$ cat config.mk
export PLATFORM = sky130hd
export DESIGN_NAME = mc_bank_param_flat
export DESIGN_NICKNAME = d
export VERILOG_FILES = /design/src/rtl/mc_bank_param_if.sv /design/src/rtl/mc_bank_param.sv /design/src/flat_wrapper.sv
export SDC_FILE = /design/constraint.sdc
export NUM_CORES = 1
export LEC_CHECK = 0
export ABC_AREA = 1
export CORE_ASPECT_RATIO = 0.8
export CORE_UTILIZATION = 55
export DETAILED_ROUTE_END_ITERATION = 10
export HOLD_SLACK_MARGIN = 0.05
export PLACE_DENSITY = 0.75
export SLEW_MARGIN = 20
export SYNTH_ARGS = -nofsm -noshare
export SYNTH_HDL_FRONTEND = slang
export SYNTH_SLANG_ARGS = --single-unit
$ cat constraint.sdc
create_clock -name clock -period 2.1 [get_ports clock]
set_input_delay 0.21 -clock clock [delete_from_list [all_inputs] [get_ports clock]]
set_output_delay 0.21 -clock clock [all_outputs]
set_load 0.02 [all_outputs]
$ cat src/rtl/mc_bank_param_if.sv
// mc_bank_param bus bundle: request side (En/WE/Inc/data/load/parity inject)
// and response side (pointer, read data, status pulses). master drives requests.
interface mc_bank_param_if #(
    parameter int DW    = 8,
    parameter int DEPTH = 8
);
    localparam int AW = $clog2(DEPTH);

    logic          En;
    logic          WE;
    logic          Inc;
    logic [DW-1:0] DataIn;
    logic          DataInValid;
    logic          LoadAddr;
    logic [AW-1:0] AddrIn;
    logic          ParInject;

    logic [AW-1:0] Addr;
    logic [DW-1:0] DOut;
    logic          DOutValid;
    logic          Last;
    logic          WrapPulse;
    logic          AddrErr;
    logic          ParErr;

    modport master (
        output En, WE, Inc, DataIn, DataInValid, LoadAddr, AddrIn, ParInject,
        input  Addr, DOut, DOutValid, Last, WrapPulse, AddrErr, ParErr
    );

    modport slave (
        input  En, WE, Inc, DataIn, DataInValid, LoadAddr, AddrIn, ParInject,
        output Addr, DOut, DOutValid, Last, WrapPulse, AddrErr, ParErr
    );
endinterface

$ cat src/rtl/mc_bank_param.sv
// mc_bank_param: single-port word memory with an auto-incrementing pointer.
// Ports: clock, Reset (sync, active-high), bus (mc_bank_param_if.slave):
//   in : En, WE, Inc, DataIn, DataInValid, LoadAddr, AddrIn, ParInject
//   out: Addr, DOut, DOutValid, Last, WrapPulse, AddrErr, ParErr (all registered)
// Define MC_BANK_PARITY_EN to store a per-word even-parity bit and flag
// mismatches on read; otherwise ParErr is 0 and ParInject is ignored.
module mc_bank_param #(
    parameter int DW        = 8,
    parameter int DEPTH     = 8,
    parameter int WRAP_MODE = 1
) (
    input logic            clock,
    input logic            Reset,
    mc_bank_param_if.slave bus
);
    localparam int AW = $clog2(DEPTH);
    localparam logic [AW-1:0] LastAddr = AW'(DEPTH - 1);
    localparam logic [AW:0]   DepthVal = (AW + 1)'(DEPTH);

    logic [DW-1:0] mem [DEPTH];

    logic [AW-1:0] addrQ;
    logic [DW-1:0] dOutQ;
    logic          dOutValidQ;
    logic          lastQ;
    logic          wrapQ;
    logic          addrErrQ;
    logic          parErrQ;

    logic          atEnd;
    logic          loadOk;
    logic          doWrite;
    logic          doRead;
    logic [AW-1:0] addrStep;
    logic          wrapStep;
    logic [AW-1:0] addrNext;
    logic          wrapNext;

    assign atEnd   = (addrQ == LastAddr);
    assign loadOk  = ({1'b0, bus.AddrIn} < DepthVal);
    // LoadAddr suppresses any memory access in the same cycle.
    assign doWrite = !bus.LoadAddr && bus.En && bus.WE && bus.DataInValid;
    assign doRead  = !bus.LoadAddr && bus.En && !bus.WE;

    // Pointer value after one advance; saturate mode simply holds at the end.
    always_comb begin
        addrStep = addrQ;
        wrapStep = 1'b0;
        if (atEnd) begin
            if (WRAP_MODE != 0) begin
                addrStep = '0;
                wrapStep = 1'b1;
            end
        end else begin
            addrStep = addrQ + AW'(1);
        end
    end

    always_comb begin
        addrNext = addrQ;
        wrapNext = 1'b0;
        if (bus.LoadAddr) begin
            if (loadOk) begin
                addrNext = bus.AddrIn;
            end
        end else if ((doWrite || doRead) && bus.Inc) begin
            addrNext = addrStep;
            wrapNext = wrapStep;
        end
    end

    // Memory array has no reset; a reset cycle only blocks the write.
    always_ff @(posedge clock) begin
        if (!Reset && doWrite) begin
            mem[addrQ] <= bus.DataIn;
        end
    end

    always_ff @(posedge clock) begin
        if (Reset) begin
            addrQ      <= '0;
            dOutQ      <= '0;
            dOutValidQ <= 1'b0;
            lastQ      <= 1'b0;
            wrapQ      <= 1'b0;
            addrErrQ   <= 1'b0;
        end else begin
            addrQ      <= addrNext;
            lastQ      <= (addrNext == LastAddr);
            wrapQ      <= wrapNext;
            addrErrQ   <= bus.LoadAddr && !loadOk;
            dOutValidQ <= doRead;
            if (doRead) begin
                dOutQ <= mem[addrQ];
            end
        end
    end

`ifdef MC_BANK_PARITY_EN
    logic memPar [DEPTH];

    always_ff @(posedge clock) begin
        if (!Reset && doWrite) begin
            memPar[addrQ] <= (^bus.DataIn) ^ bus.ParInject;
        end
    end

    // Checked against the word actually read, so the flag lines up with DOutValid.
    always_ff @(posedge clock) begin
        if (Reset) begin
            parErrQ <= 1'b0;
        end else begin
            parErrQ <= doRead && (memPar[addrQ] != (^mem[addrQ]));
        end
    end
`else
    logic unusedParInject;
    assign unusedParInject = bus.ParInject;

    always_ff @(posedge clock) begin
        if (Reset) begin
            parErrQ <= 1'b0;
        end else begin
            parErrQ <= 1'b0;
        end
    end
`endif

    assign bus.Addr      = addrQ;
    assign bus.DOut      = dOutQ;
    assign bus.DOutValid = dOutValidQ;
    assign bus.Last      = lastQ;
    assign bus.WrapPulse = wrapQ;
    assign bus.AddrErr   = addrErrQ;
    assign bus.ParErr    = parErrQ;
endmodule
$ cat src/flat_wrapper.sv
// flat-port wrapper written by rule: the top's interface ports become plain ports
module mc_bank_param_flat 
#(
    parameter int DW        = 8,
    parameter int DEPTH     = 8,
    parameter int WRAP_MODE = 1
)
  (clock, Reset, bus_En, bus_WE, bus_Inc, bus_DataIn, bus_DataInValid, bus_LoadAddr, bus_AddrIn, bus_ParInject, bus_Addr, bus_DOut, bus_DOutValid, bus_Last, bus_WrapPulse, bus_AddrErr, bus_ParErr);
  mc_bank_param_if #(.DW(DW), .DEPTH(DEPTH)) bus_i ();
  input logic clock;
  input logic Reset;
  input wire logic [$bits(bus_i.En)-1:0] bus_En;
  input wire logic [$bits(bus_i.WE)-1:0] bus_WE;
  input wire logic [$bits(bus_i.Inc)-1:0] bus_Inc;
  input wire logic [$bits(bus_i.DataIn)-1:0] bus_DataIn;
  input wire logic [$bits(bus_i.DataInValid)-1:0] bus_DataInValid;
  input wire logic [$bits(bus_i.LoadAddr)-1:0] bus_LoadAddr;
  input wire logic [$bits(bus_i.AddrIn)-1:0] bus_AddrIn;
  input wire logic [$bits(bus_i.ParInject)-1:0] bus_ParInject;
  output wire logic [$bits(bus_i.Addr)-1:0] bus_Addr;
  output wire logic [$bits(bus_i.DOut)-1:0] bus_DOut;
  output wire logic [$bits(bus_i.DOutValid)-1:0] bus_DOutValid;
  output wire logic [$bits(bus_i.Last)-1:0] bus_Last;
  output wire logic [$bits(bus_i.WrapPulse)-1:0] bus_WrapPulse;
  output wire logic [$bits(bus_i.AddrErr)-1:0] bus_AddrErr;
  output wire logic [$bits(bus_i.ParErr)-1:0] bus_ParErr;
  assign bus_i.En = bus_En;
  assign bus_i.WE = bus_WE;
  assign bus_i.Inc = bus_Inc;
  assign bus_i.DataIn = bus_DataIn;
  assign bus_i.DataInValid = bus_DataInValid;
  assign bus_i.LoadAddr = bus_LoadAddr;
  assign bus_i.AddrIn = bus_AddrIn;
  assign bus_i.ParInject = bus_ParInject;
  assign bus_Addr = bus_i.Addr;
  assign bus_DOut = bus_i.DOut;
  assign bus_DOutValid = bus_i.DOutValid;
  assign bus_Last = bus_i.Last;
  assign bus_WrapPulse = bus_i.WrapPulse;
  assign bus_AddrErr = bus_i.AddrErr;
  assign bus_ParErr = bus_i.ParErr;
  mc_bank_param #(.DW(DW), .DEPTH(DEPTH), .WRAP_MODE(WRAP_MODE)) u_core (.clock(clock), .Reset(Reset), .bus(bus_i));
endmodule
# Word level (Yosys, flattened, before mapping)
# Memory sizes are Yosys's and may differ from the RTL's. A register that Yosys moved wholly into a read port is not among the register bits.
# Cells that the tools add are included.
[totals] input_bits=19 mem_count=1 elab_cells=26 mem_bits_rw=64 output_inout_bits=16 reg_bits=6
[op_classes] mux=6 n_eq_ne=2 addsub=1 bitwise=1 reduce_logical=11
[memory_table] memory="u_core.mem" depth=8 width=8 read_ports=1 rd_clocked_by_memory_dff=1 wr=1 line_no="mc_bank_param.sv:20" source="logic [DW-1:0] mem [DEPTH];"
[op_table] operator="two-way mux 3 bit" n=3
[op_table] operator="== test 3 bit (second input constant)" n=2
[op_table] operator="logical AND 1 bit" n=6
[op_table] operator="adder 3 x 1 -> 3 bit (second input constant)" n=1
[op_table] operator="logical NOT 1 bit" n=3
[op_table] operator="two-way mux 1 bit" n=3
[op_table] operator="OR reduction 3 bit" n=1
[op_table] operator="logical OR 1 bit" n=1
[op_table] operator="inverter 1 bit" n=1

# Longest topological paths before layout
# Gate-level depths: netlist of the first run.
[depth] word_depth=9 mapped_depth=9 mapped_depth_nobuf=9

# Least setup slack after synthesis of the first run
# OpenSTA, ideal clock, no wires.
[synth_timing] kind="reg-to-reg" startpoint="reg u_core.addrQ[0], in the netlist u_core.bus.Addr[0]" endpoint="mem u_core.mem[3][0], enable pin" path_buffers=1 required_time_ps=1730 setup_slack_ps=387 period_less_slack_ps=1713 setup_ps=370 path_stages_with_launch=4 t_arrival_ps=1343 path_cell_list="dfxtp_1 clkbuf_1 nand2_1 nor2_1"
[synth_rtl] item="start, declared" line_no="mc_bank_param.sv:22" source="logic [AW-1:0] addrQ;"
[synth_rtl] item="start signal, assigned" line_no="mc_bank_param.sv:88" source="addrQ <= addrNext;"
[synth_rtl] item="end, declared" line_no="mc_bank_param.sv:20"
# Straight into the memory's write port.

# Worst setup path in the final report of the first run
[layout_timing] startpoint="reg u_core.addrQ[0], in the netlist u_core.bus.Addr[0]" endpoint="out bus_Addr[0]"
[layout_rtl] item="end, declared" line_no="flat_wrapper.sv:20" source="output wire logic [$bits(bus_i.Addr)-1:0] bus_Addr;"
# No word-level cell between the ends.

==> results, run 1 <==
- The run finished with clean final reports.
- The final hold violation count is 0.
- The site row count is 23.
- The first global-routing pass estimated 9920 um of wire.
- The leakage power is 1.38 nW.
- The placed instances occupy a cell area of 3590 sq um.
- The via count of the first global-routing pass is 2004.
- After synthesis, the mean cell area works out to 11.6 sq um.
- The area added between synthesis and finish is 22.8%.
- The tightest hold margin is 0.446 ns.
- Traced cell by cell, the critical path runs through buf_4, clkdlybuf4s50_1.
- After detailed routing, the average wire length per cell comes to 15.5 um.
- In this run the worst path has a maximum fanout of 33.
- The effective utilization at floorplan is 0.592.
- The nature of the critical path endpoint is an output port.
- In this run the standard cell core region covers 5210 sq um.
- Setup violations remaining at the end of the flow were counted as 0.
- The clock insertion delay at the later pin of the skew report is 0.35 ns.
- The final critical-path required period is 1.92 ns.
- The fraction of the yosys area taken by sequential cells is 0.714.
- The via density per instance is 5.19.
- At the pin with the least slew margin, the transition time is 0.570 ns.
- The overall power is 3.04 mW.
- The Yosys step of the flow raised 0 warnings.
- The mapped netlist covers 3080 sq um.
- The count of antenna diodes in the layout is 0.
- The DRC violation total after the first TritonRoute iteration is 85.
- Clock skew on the completed layout was measured at 0.00880 ns.
- The post-cts hold buffer count is 0.
- For this run, the slowest stage of the critical path takes 0.67 ns.
- Before antenna repair, the detailed router went through 4 iterations.
- The count of flip-flops with a built-in enable after synthesis is 64.
- For this design the ratio of total power to cell area is 803 nW/um^2.
- The number of max-slew violations in the final report is 0.
- The fraction of layout cells with a size suffix above 1 is 0.151.
- The achievable frequency is 0.521 GHz.
- The number of vias after detailed routing is 2075.
- Routability-driven placement finished with a final weighted congestion of 0.800.
- The worst register-to-register path begins at u_core.bus.Addr[0].
- The post-synthesis instance total is 267.
- The critical path startpoint is u_core.bus.Addr[0].
- The routed wire length is 6190 um.
- The number of synthesized register bits is 78.
- Together, buffers and inverters on the worst path number 2.
- Entering global routing, the biggest net connects 34 pins.
- The initial antenna violation count is 0.
- The worst hold path belongs to the class in2reg.
- The total number of clock tree sinks is 78.
- Summing all non-filler instances in the final layout gives an area of 3790 sq um.
- Setup repair after global routing left no endpoint under its margin.
- The number of maximum-capacitance violations is 0.
- The worst hold path startpoint is bus_AddrIn[1].
- The overall fraction of global-route tracks in use is 0.241.
- During I/O placement, the number of pins put on the boundary was 35.
- The net total in the final layout is 341.
- The family of cells with the greatest summed delay on the critical path is buffers and inverters.
- The final worst-path cycle share is 0.913.
- The number of gates resized after cts is 0.
- In the final timing run, aggregate negative setup slack is 0 ns.
- The clock slew seen by the registers of the worst setup and hold paths is 0.08 ns.
- The synthesized netlist contains 24 unique library cells.
- Among all flip-flop cells after synthesis, the most frequent one is sky130_fd_sc_hd__edfxtp_1.
- The maximum count of clock buffers along a single path is 2.
- The die covers 5910 sq um.
- Summed over all layers, the global routing overflow is 0.
- The share of synthesized flip-flops with an asynchronous set or reset is 0.
- For the worst setup path, the data arrival time is 1.71 ns.
- The chip height is 69.0 um.
- The smallest setup slack after layout is 0.182 ns.
- The maximum vdd drop is 524 uV.
- The master cell of the clock root buffer is sky130_fd_sc_hd__clkbuf_8.
- The final antenna-violating net count is 0.
- STA classifies the critical path startpoint as a flip-flop.
- The data required time of the critical path is 1.89 ns.
- The buffer count from post-CTS setup fixing is 0.
- The count of buffers from port buffering is 31.
- The number of CTS-inserted buffers is 9.
- The number of remaining DRC errors is 0.
- The clock tree from TritonCTS is done.
- Detailed placement finished with a half-perimeter wire length of 4100 um.
- The slowest cell on the critical path is sky130_fd_sc_hd__clkdlybuf4s50_1.
- The deepest level of the CTS H-tree is 3.
- The die width is 85.7 um.
- Headroom to the max-slew limit came out at 0.620.
- The critical path in this run is classified as reg2out.
- The pre-CTS setup slack is -0.147 ns.
worst reg2reg max path: stages (launching register included):
cell                      delay [ns]
sky130_fd_sc_hd__dfxtp_1        0.32
sky130_fd_sc_hd__inv_2          0.41
sky130_fd_sc_hd__nand2_1        0.22
sky130_fd_sc_hd__nor2_1         0.18
sky130_fd_sc_hd__buf_4          0.21
stage by stage:
step           instances   util
2_1_floorplan        268      -
3_3_place_gp         384  0.688
3_5_place_dp         384  0.688
4_1_cts              400  0.726
5_1_grt              400  0.727
6_report             400  0.727
report_power, final:
group,internal (mW),switching (mW),leakage [nW]
clock,0.550,0.542,0.0972
combinational,0.0986,0.154,0.589
sequential,1.68,0.0118,0.690
state kept, by name (all words and copies together) (netlist names):
name                  cells
u_core.bus.Addr           3
u_core.bus.DOut           8
u_core.bus.DOutValid      1
u_core.bus.Last           1
u_core.bus.WrapPulse      1
u_core.mem               64
per-layer routing:
metal / track usage / up-vias / part of all wire
li1: - / 1037 / -
met1: 0.289 / 964 / 0.44
met2: 0.409 / 60 / 0.48
met3: 0.0821 / 14 / 0.061
met4: 0.0979 / 0 / 0.019
met5: 0 / - / 0
kinds of logic (layout without fill, tap and decap cells):
logic type               count (synthesis)  count (layout)  share of synthesized area
adder cells (fa/ha/maj)                  2               2                    0.00811
other                                    1               2                    0.00122
AND/OR/NAND/NOR                        106             106                      0.140
flip-flops                              78              78                      0.714
AO/OA/AOI/OAI                           55              55                      0.102
buffers and inverters                   25              82                     0.0353
final timing paths:
path,endpoint,slack [ns],cells past startpoint
worst max-delay path,bus_Addr[0],0.18,2
worst min register to register,u_core.bus.DOut[1],0.54,2
worst max register to register,u_core.mem[0][3],0.46,4
worst min-delay path,u_core.bus.Addr[1],0.45,3
synth_stat cells, drive strengths merged, types with 2 or more instances:
cell type	count	area share
ha	2	0.0081
a21oi	5	0.0081
o211ai	8	0.021
edfxtp	64	0.62
inv	16	0.019
nor2	77	0.099
dfxtp	14	0.091
nand3	6	0.0097
nor3	2	0.0032
o31ai	5	0.012
nand2	20	0.025
buf	8	0.015
o21ai	36	0.058
layout make-up:
cell class | count | area, sq um
Sequential cell | 78 | 2200
Clock inverter | 7 | 72.6
Clock buffer | 9 | 124
Tap cell | 75 | 93.8
Multi-Input combinational cell | 165 | 783
Fill cell | 365 | 1420
Timing Repair Buffer | 50 | 453
Inverter | 16 | 60.1
layout by cell type, fill, tap and decap left out, types with 2 or more instances in the layout:
master,count
sky130_fd_sc_hd__inv_1,7
sky130_fd_sc_hd__o31ai_1,5
sky130_fd_sc_hd__o21ai_0,18
sky130_fd_sc_hd__clkbuf_8,9
sky130_fd_sc_hd__nor2_1,74
sky130_fd_sc_hd__edfxtp_1,64
sky130_fd_sc_hd__nand3_1,6
sky130_fd_sc_hd__nor2_4,2
sky130_fd_sc_hd__o211ai_1,7
sky130_fd_sc_hd__conb_1,2
sky130_fd_sc_hd__inv_2,9
sky130_fd_sc_hd__o21ai_1,18
sky130_fd_sc_hd__clkinv_4,2
sky130_fd_sc_hd__a21oi_1,5
sky130_fd_sc_hd__clkdlybuf4s50_1,31
sky130_fd_sc_hd__dfxtp_1,14
sky130_fd_sc_hd__buf_4,19
sky130_fd_sc_hd__nand2_1,19
sky130_fd_sc_hd__nor3_1,2
sky130_fd_sc_hd__ha_1,2
No activity file was read; power rests on OpenSTA's default activity.
==> inputs of run 2 (changes only) <==
--- a/config.mk
+++ b/config.mk
@@ -7,10 +7,10 @@
 export LEC_CHECK = 0
 export ABC_AREA = 1
 export CORE_ASPECT_RATIO = 0.8
-export CORE_UTILIZATION = 55
+export CORE_UTILIZATION = 30
 export DETAILED_ROUTE_END_ITERATION = 10
 export HOLD_SLACK_MARGIN = 0.05
-export PLACE_DENSITY = 0.75
+export PLACE_DENSITY = 0.56
 export SLEW_MARGIN = 20
 export SYNTH_ARGS = -nofsm -noshare
 export SYNTH_HDL_FRONTEND = slang
==> results, run 2 (synthesized netlist as in run 1, its figures left out) <==
- The DRC violation total after the first TritonRoute iteration is 88.
- The via count of the first global-routing pass came to 2126.
- The fraction of layout cells with a size suffix above 1 is 0.149.
- The maximum count of clock buffers along a single path is 2.
- The maximum number of pins on one net before global-route repair is 34.
- The leakage power is 1.42 nW.
- The site row count is 32.
- The later pin in the worst-skew pair is clocked with a latency of 0.33 ns.
- Setup repair after global routing left no endpoint under its margin.
- The category of the critical setup timing path is reg2out.
- Counting I/O delays and the setup requirement, the final critical path takes 1.92 ns.
- The cell count after placement is 448.
- After detailed routing, the total wire length is 6810 um.
- The flip-flop count of the largest register, all copies and words added is 64.
- The areal power density over the cells is 853 nW/um^2.
- 0 antenna diodes ended up in the layout.
- The data arrival time of the critical path is 1.71 ns.
- The final antenna-violating net count is 0.
- More flip-flops sit in one register than any other, and that register is u_core.mem.
- The data required time of the critical path is 1.89 ns.
- The net total in the final layout is 344.
- After detailed routing, the number of remaining DRC violations is 0.
- The detailed-router iteration count before antenna repair is 4.
- The tightest hold margin is 0.469 ns.
- The number of CTS-inserted buffers is 9.
- The number of max-slew violations in the final report is 0.
- IR analysis of the VDD net gives a maximum drop of 503 uV.
- The die is 92.7 um tall.
- Counting the fill cells in the layout gives 963.
- The initial antenna violation count was 0.
- The first global-routing pass estimated 11000 um of wire.
- Leaving out fill and tap cells, the most frequent cells in the layout are sky130_fd_sc_hd__nor2_1 (74), sky130_fd_sc_hd__edfxtp_1 (64), sky130_fd_sc_hd__clkdlybuf4s50_1 (31).
- The master cell of the clock root buffer is sky130_fd_sc_hd__clkbuf_16.
- The flow ran to the end, and the final reports show no timing, DRC or antenna violations.
- During placement, the flow inserted port buffers numbering 31.
- The number of gates resized after cts is 0.
- The final worst-path cycle share is 0.914.
- The deepest level of the CTS H-tree is 3.
- The routed layout has 2109 vias.
- Detailed placement finished with a half-perimeter wire length of 4670 um.
- The post-cts hold buffer count is 0.
- The clock slew seen by the registers of the worst setup and hold paths is 0.05 ns.
- The path class of the tightest hold or removal check is in2reg.
- Post-CTS timing repair inserted 0 buffers for setup.
- The die covers 10700 sq um.
- The slew at the pin closest to its max-slew limit is 0.604 ns.
- The overall power is 3.38 mW.
- The final hold violation count is 0.
- The standard cell core area is 9810 sq um.
- The worst setup path is launched from a flip-flop.
- After the flow finishes, the layout carries non-filler instances totaling 464.
- The overall fraction of global-route tracks in use is 0.142.
- The number of maximum-capacitance violations is 0.
- The achievable frequency is 0.521 GHz.
- The weighted congestion at the end of routability-driven global placement is 0.793.
- The routed wirelength normalized by instance count is 14.7 um.
- The die width is 115 um.
- TritonCTS built the clock tree.
- The effective utilization at floorplan is 0.314.
- The area added between synthesis and finish is 28.6%.
- The maximum fanout count along the critical path is 33.
- The number of I/O pins is 35.
- Dividing the detail-routed via count by the number of cells gives 4.55.
- For this run the aggregate overflow at the end of global routing stands at 0.
- The most common cell after layout, fill and taps aside is sky130_fd_sc_hd__nor2_1.
- Setup slack closes at 0.181 ns.
- The clock drives 78 sinks.
- The headroom to the max-slew limit is 0.597.
- The final count of negative-setup-slack endpoints is 0.
- STA classifies the critical path endpoint as an output port.
- The clock tree skew after final layout is 0.00824 ns.
- The pre-CTS setup slack is -0.259 ns.
run 2: cell types whose count changed in the layout (fill, tap and decap cells not counted), sizes merged:
cell	delta
buf	+3
bufinv	-1
clkbuf	+6
clkinv	-4
inv	-1
run 2: path summary, 6_finish.rpt:
check                           slack, ns  cells past startpoint                  to               start
worst max-delay path                 0.18                      2         bus_Addr[0]  u_core.bus.Addr[0]
worst min register to register       0.52                      2  u_core.bus.DOut[1]  u_core.bus.DOut[1]
worst min-delay path                 0.47                      3  u_core.bus.Addr[1]       bus_AddrIn[1]
worst max register to register       0.34                      4    u_core.mem[6][2]  u_core.bus.Addr[0]
run 2: area by class of cell:
class                   instances  area, sq um  area share
multi-input cells             165          783       0.197
well taps                     136          170      0.0429
clock buffers                  15          268      0.0675
flip-flops and latches         78         2200       0.555
clock inverters                 1         7.51     0.00189
repair buffers                 53          475       0.120
inverters                      16         60.1      0.0151
run 2: metal layers:
layer,up-vias,GRT usage,share of wire
li1,1040,-,-
met1,1023,0.185,0.49
met2,39,0.217,0.45
met3,7,0.0432,0.044
met4,0,0.0595,0.014
met5,-,0,0
run 2: critical path: stages, from the launching register on:
cell                              delay (ns)
sky130_fd_sc_hd__dfxtp_1                0.34
sky130_fd_sc_hd__buf_4                  0.35
sky130_fd_sc_hd__clkdlybuf4s50_1        0.69
run 2: stage by stage:
step / area, sq um / TNS [ns] / utilization
6_report: 3970 / 0 / 0.404
5_1_grt: 3970 / 0 / 0.404
4_1_cts: 3960 / 0 / 0.404
3_5_place_dp: 3680 / -10.36 / 0.376
3_3_place_gp: 3680 / -8.03 / 0.376
2_1_floorplan: 3090 / 0 / -
run 2: where the power goes:
group	switching (mW)	total, mW	internal, mW
logic	0.162	0.261	0.0991
clock network	0.554	1.42	0.866
registers	0.0125	1.70	1.69
total	0.729	3.38	2.65
==> inputs of run 3 (changes only) <==
--- a/config.mk
+++ b/config.mk
@@ -7,10 +7,11 @@
 export LEC_CHECK = 0
 export ABC_AREA = 1
 export CORE_ASPECT_RATIO = 0.8
-export CORE_UTILIZATION = 30
+export CORE_UTILIZATION = 50
+export CTS_CLUSTER_DIAMETER = 30
 export DETAILED_ROUTE_END_ITERATION = 10
 export HOLD_SLACK_MARGIN = 0.05
-export PLACE_DENSITY = 0.56
+export PLACE_DENSITY = 0.7
 export SLEW_MARGIN = 20
 export SYNTH_ARGS = -nofsm -noshare
 export SYNTH_HDL_FRONTEND = slang
==> results, run 3 (synthesized netlist as in run 1, its figures left out) <==
- The fraction of power consumed by sequential logic is 0.572.
- The chip height is 72.2 um.
- The overall overflow remaining after global route is 0.
- The internal power of the cells totals 2.32 mW.
- Summing all multi-input logic gate instances after layout gives 777 sq um.
- In the final layout, the share of cells above drive strength 1 is 0.146.
- The final hold violation count is 0.
- The area enclosed by the die boundary is 6490 sq um.
- Post-CTS timing repair inserted 0 buffers for setup.
- Measured along the x axis, the die boundary spans 89.8 um.
- In this run, placement finished with an instance count of 395.
- STA classifies the critical path startpoint as a flip-flop.
- The final antenna-violating net count is 0.
- The total cell area at the placement stage is 3630 sq um.
- Across the routed clock network, the largest skew measured is 0.00703 ns.
- The final count of negative-setup-slack endpoints is 0.
- The weighted congestion at the end of routability-driven global placement is 0.825.
- The overall fraction of global-route tracks in use is 0.222.
- The nature of the critical path endpoint is an output port.
- STA puts the critical path data required time at 1.89 ns.
- The global-route track usage on met2 is 0.343.
- The net total in the final layout is 346.
- No sink is reached through more buffers than the 2 on the longest clock path.
- The DRC violation total after the first TritonRoute iteration is 143.
- The switching power of the nets is 0.649 mW.
- The achievable frequency is 0.571 GHz.
- The number of I/O pins is 35.
- The area growth from synthesis to layout is 23.2%.
- The routed wirelength normalized by instance count is 15.9 um.
- The run finished with clean final reports.
- Summing all non-filler instances in the final layout gives an area of 3800 sq um.
- The leakage power is 1.39 nW.
- The detailed-router iteration count before antenna repair is 5.
- The detailed placement HPWL is 4370 um.
- The post-cts hold buffer count is 0.
- The post-route non-filler standard cell count is 409.
- The busiest metal layer after global routing is met2.
- The register with the most flip-flops in the layout has 64 of them.
- Summed over all layers, the routed wires come to 6520 um.
- In this run the worst path has a maximum fanout of 13.
- After floorplanning, the core was divided into 25 placement rows.
- Counting I/O delays and the setup requirement, the final critical path takes 1.75 ns.
- The count of buffers from port buffering is 31.
- The deepest level of the CTS H-tree is 3.
- The effective utilization at floorplan is 0.519.
- In the layout the commonest cells are sky130_fd_sc_hd__nor2_1 (74), sky130_fd_sc_hd__edfxtp_1 (64), sky130_fd_sc_hd__clkdlybuf4s50_1 (31).
- The total negative slack for setup checks is 0 ns.
- The register with the most flip-flops is u_core.mem.
- The number of max-slew violations in the final report came to 0.
- At the pin with the least slew margin, the transition time is 0.570 ns.
- Dividing total power by cell area gives a power density of 781 nW/um^2.
- The standard cell core area is 5940 sq um.
- Leaving out fill and tap cells, the most frequent cell in the layout is sky130_fd_sc_hd__nor2_1.
- IR analysis of the VDD net gives a maximum drop of 498 uV.
- Across all layers, the routed design uses 2122 vias.
- The tool flagged a number of max-cap violations equal to 0.
- The via count of the first global-routing pass is 2020.
- The number of CTS-inserted buffers is 9.
- Clock tree synthesis found a total of 78 sinks.
- The final worst-path cycle share is 0.834.
- The clock slew seen by the registers of the worst setup and hold paths is 0.07 ns.
- The path category of the worst min-delay check is in2reg.
- The clock insertion delay at the later pin of the skew report is 0.34 ns.
- The sequential cell area in the final layout is 2200 sq um.
- The share of total power in the clock network is 0.339.
- The clock tree from TritonCTS is done.
- The initial antenna violation count is 0.
- Measured against its own limit, the worst slew margin works out to 0.619.
- The data arrival time of the critical path is 1.54 ns.
- The filler cells instantiated in the layout total 457.
- Of the total power, the share spent switching nets is 0.219.
- By startpoint and endpoint, the worst setup path is classified as reg2out.
- The part of the total power dissipated in combinational logic is 0.089.
- 0 antenna diodes ended up in the layout.
- The maximum number of pins on one net before global-route repair is 34.
- The met3 capacity usage during global routing is 0.0681.
- Using the TritonRoute via totals, the vias-per-cell ratio works out to 5.19.
- The root buffer cell chosen for the clock tree is sky130_fd_sc_hd__clkbuf_8.
- For met1 alone, demand over resource in global routing was 0.304.
- Setup repair after global routing left no endpoint under its margin.
- Once the clock tree was built, the resizer swapped 0 gates to a different size.
- The first global-routing pass estimated 10400 um of wire.
- After detailed routing, the number of remaining DRC violations is 0.
## run 3: cell types whose count changed in the layout (fill, tap and decap cells not counted), sizes merged
cell,previous run,this run
buf,22,24
bufinv,0,1
clkbuf,15,11
clkinv,0,2
clkinvlp,1,0
## run 3: final cells by class
cell class	count	share of cell area
clock inverter	3	0.00988
clock buffer	11	0.0346
sequential	78	0.580
multi-input combinational	165	0.204
tap	81	0.0267
inverter	16	0.0158
timing repair buffer	55	0.129
## run 3: path summary, 6_finish.rpt
kind / from / to / slack (ns) / cells after the start
worst max-delay path: u_core.bus.Addr[0] / bus_Addr[0] / 0.35 / 2
worst min-delay path: bus_AddrIn[1] / u_core.bus.Addr[1] / 0.46 / 3
worst max register to register: u_core.bus.Addr[0] / u_core.mem[2][7] / 0.43 / 4
worst min register to register: u_core.bus.DOut[1] / u_core.bus.DOut[1] / 0.53 / 2
## run 3: critical path: stages (launching register included)
cell and delay [ns]:
sky130_fd_sc_hd__dfxtp_1 0.36, sky130_fd_sc_hd__buf_4 0.21, sky130_fd_sc_hd__clkdlybuf4s50_1 0.63
## run 3: stage by stage
| stage | setup slack, ns | hold slack (ns) | power [mW] | util |
|---|---|---|---|---|
| 2_1_floorplan | 0.387 | 0.279 | 1.87 | - |
| 5_1_grt | 0.255 | 0.482 | 3.08 | 0.639 |
| 4_1_cts | 0.324 | 0.442 | 3.00 | 0.639 |
| 3_5_place_dp | 0.0120 | 0.519 | 2.00 | 0.611 |
| 3_3_place_gp | 0.0683 | 0.507 | 1.99 | 0.611 |
| 6_report | 0.348 | 0.456 | 2.97 | 0.639 |
## run 3: power by group through the flow
stage / Combinational, mW / Sequential (mW) / Clock [mW]
final: 0.265 / 1.70 / 1.01
after detailed placement: 0.266 / 1.73 / 0
after CTS: 0.267 / 1.70 / 1.03
after global placement: 0.260 / 1.73 / 0
after floorplan: 0.121 / 1.75 / 0
after global routing: 0.295 / 1.70 / 1.09
## run 3: layer usage
layer	vias up	wire [um]
met1	989	2930
met4	0	72
met3	11	604
met5	-	0
li1	1040	-
met2	82	2910
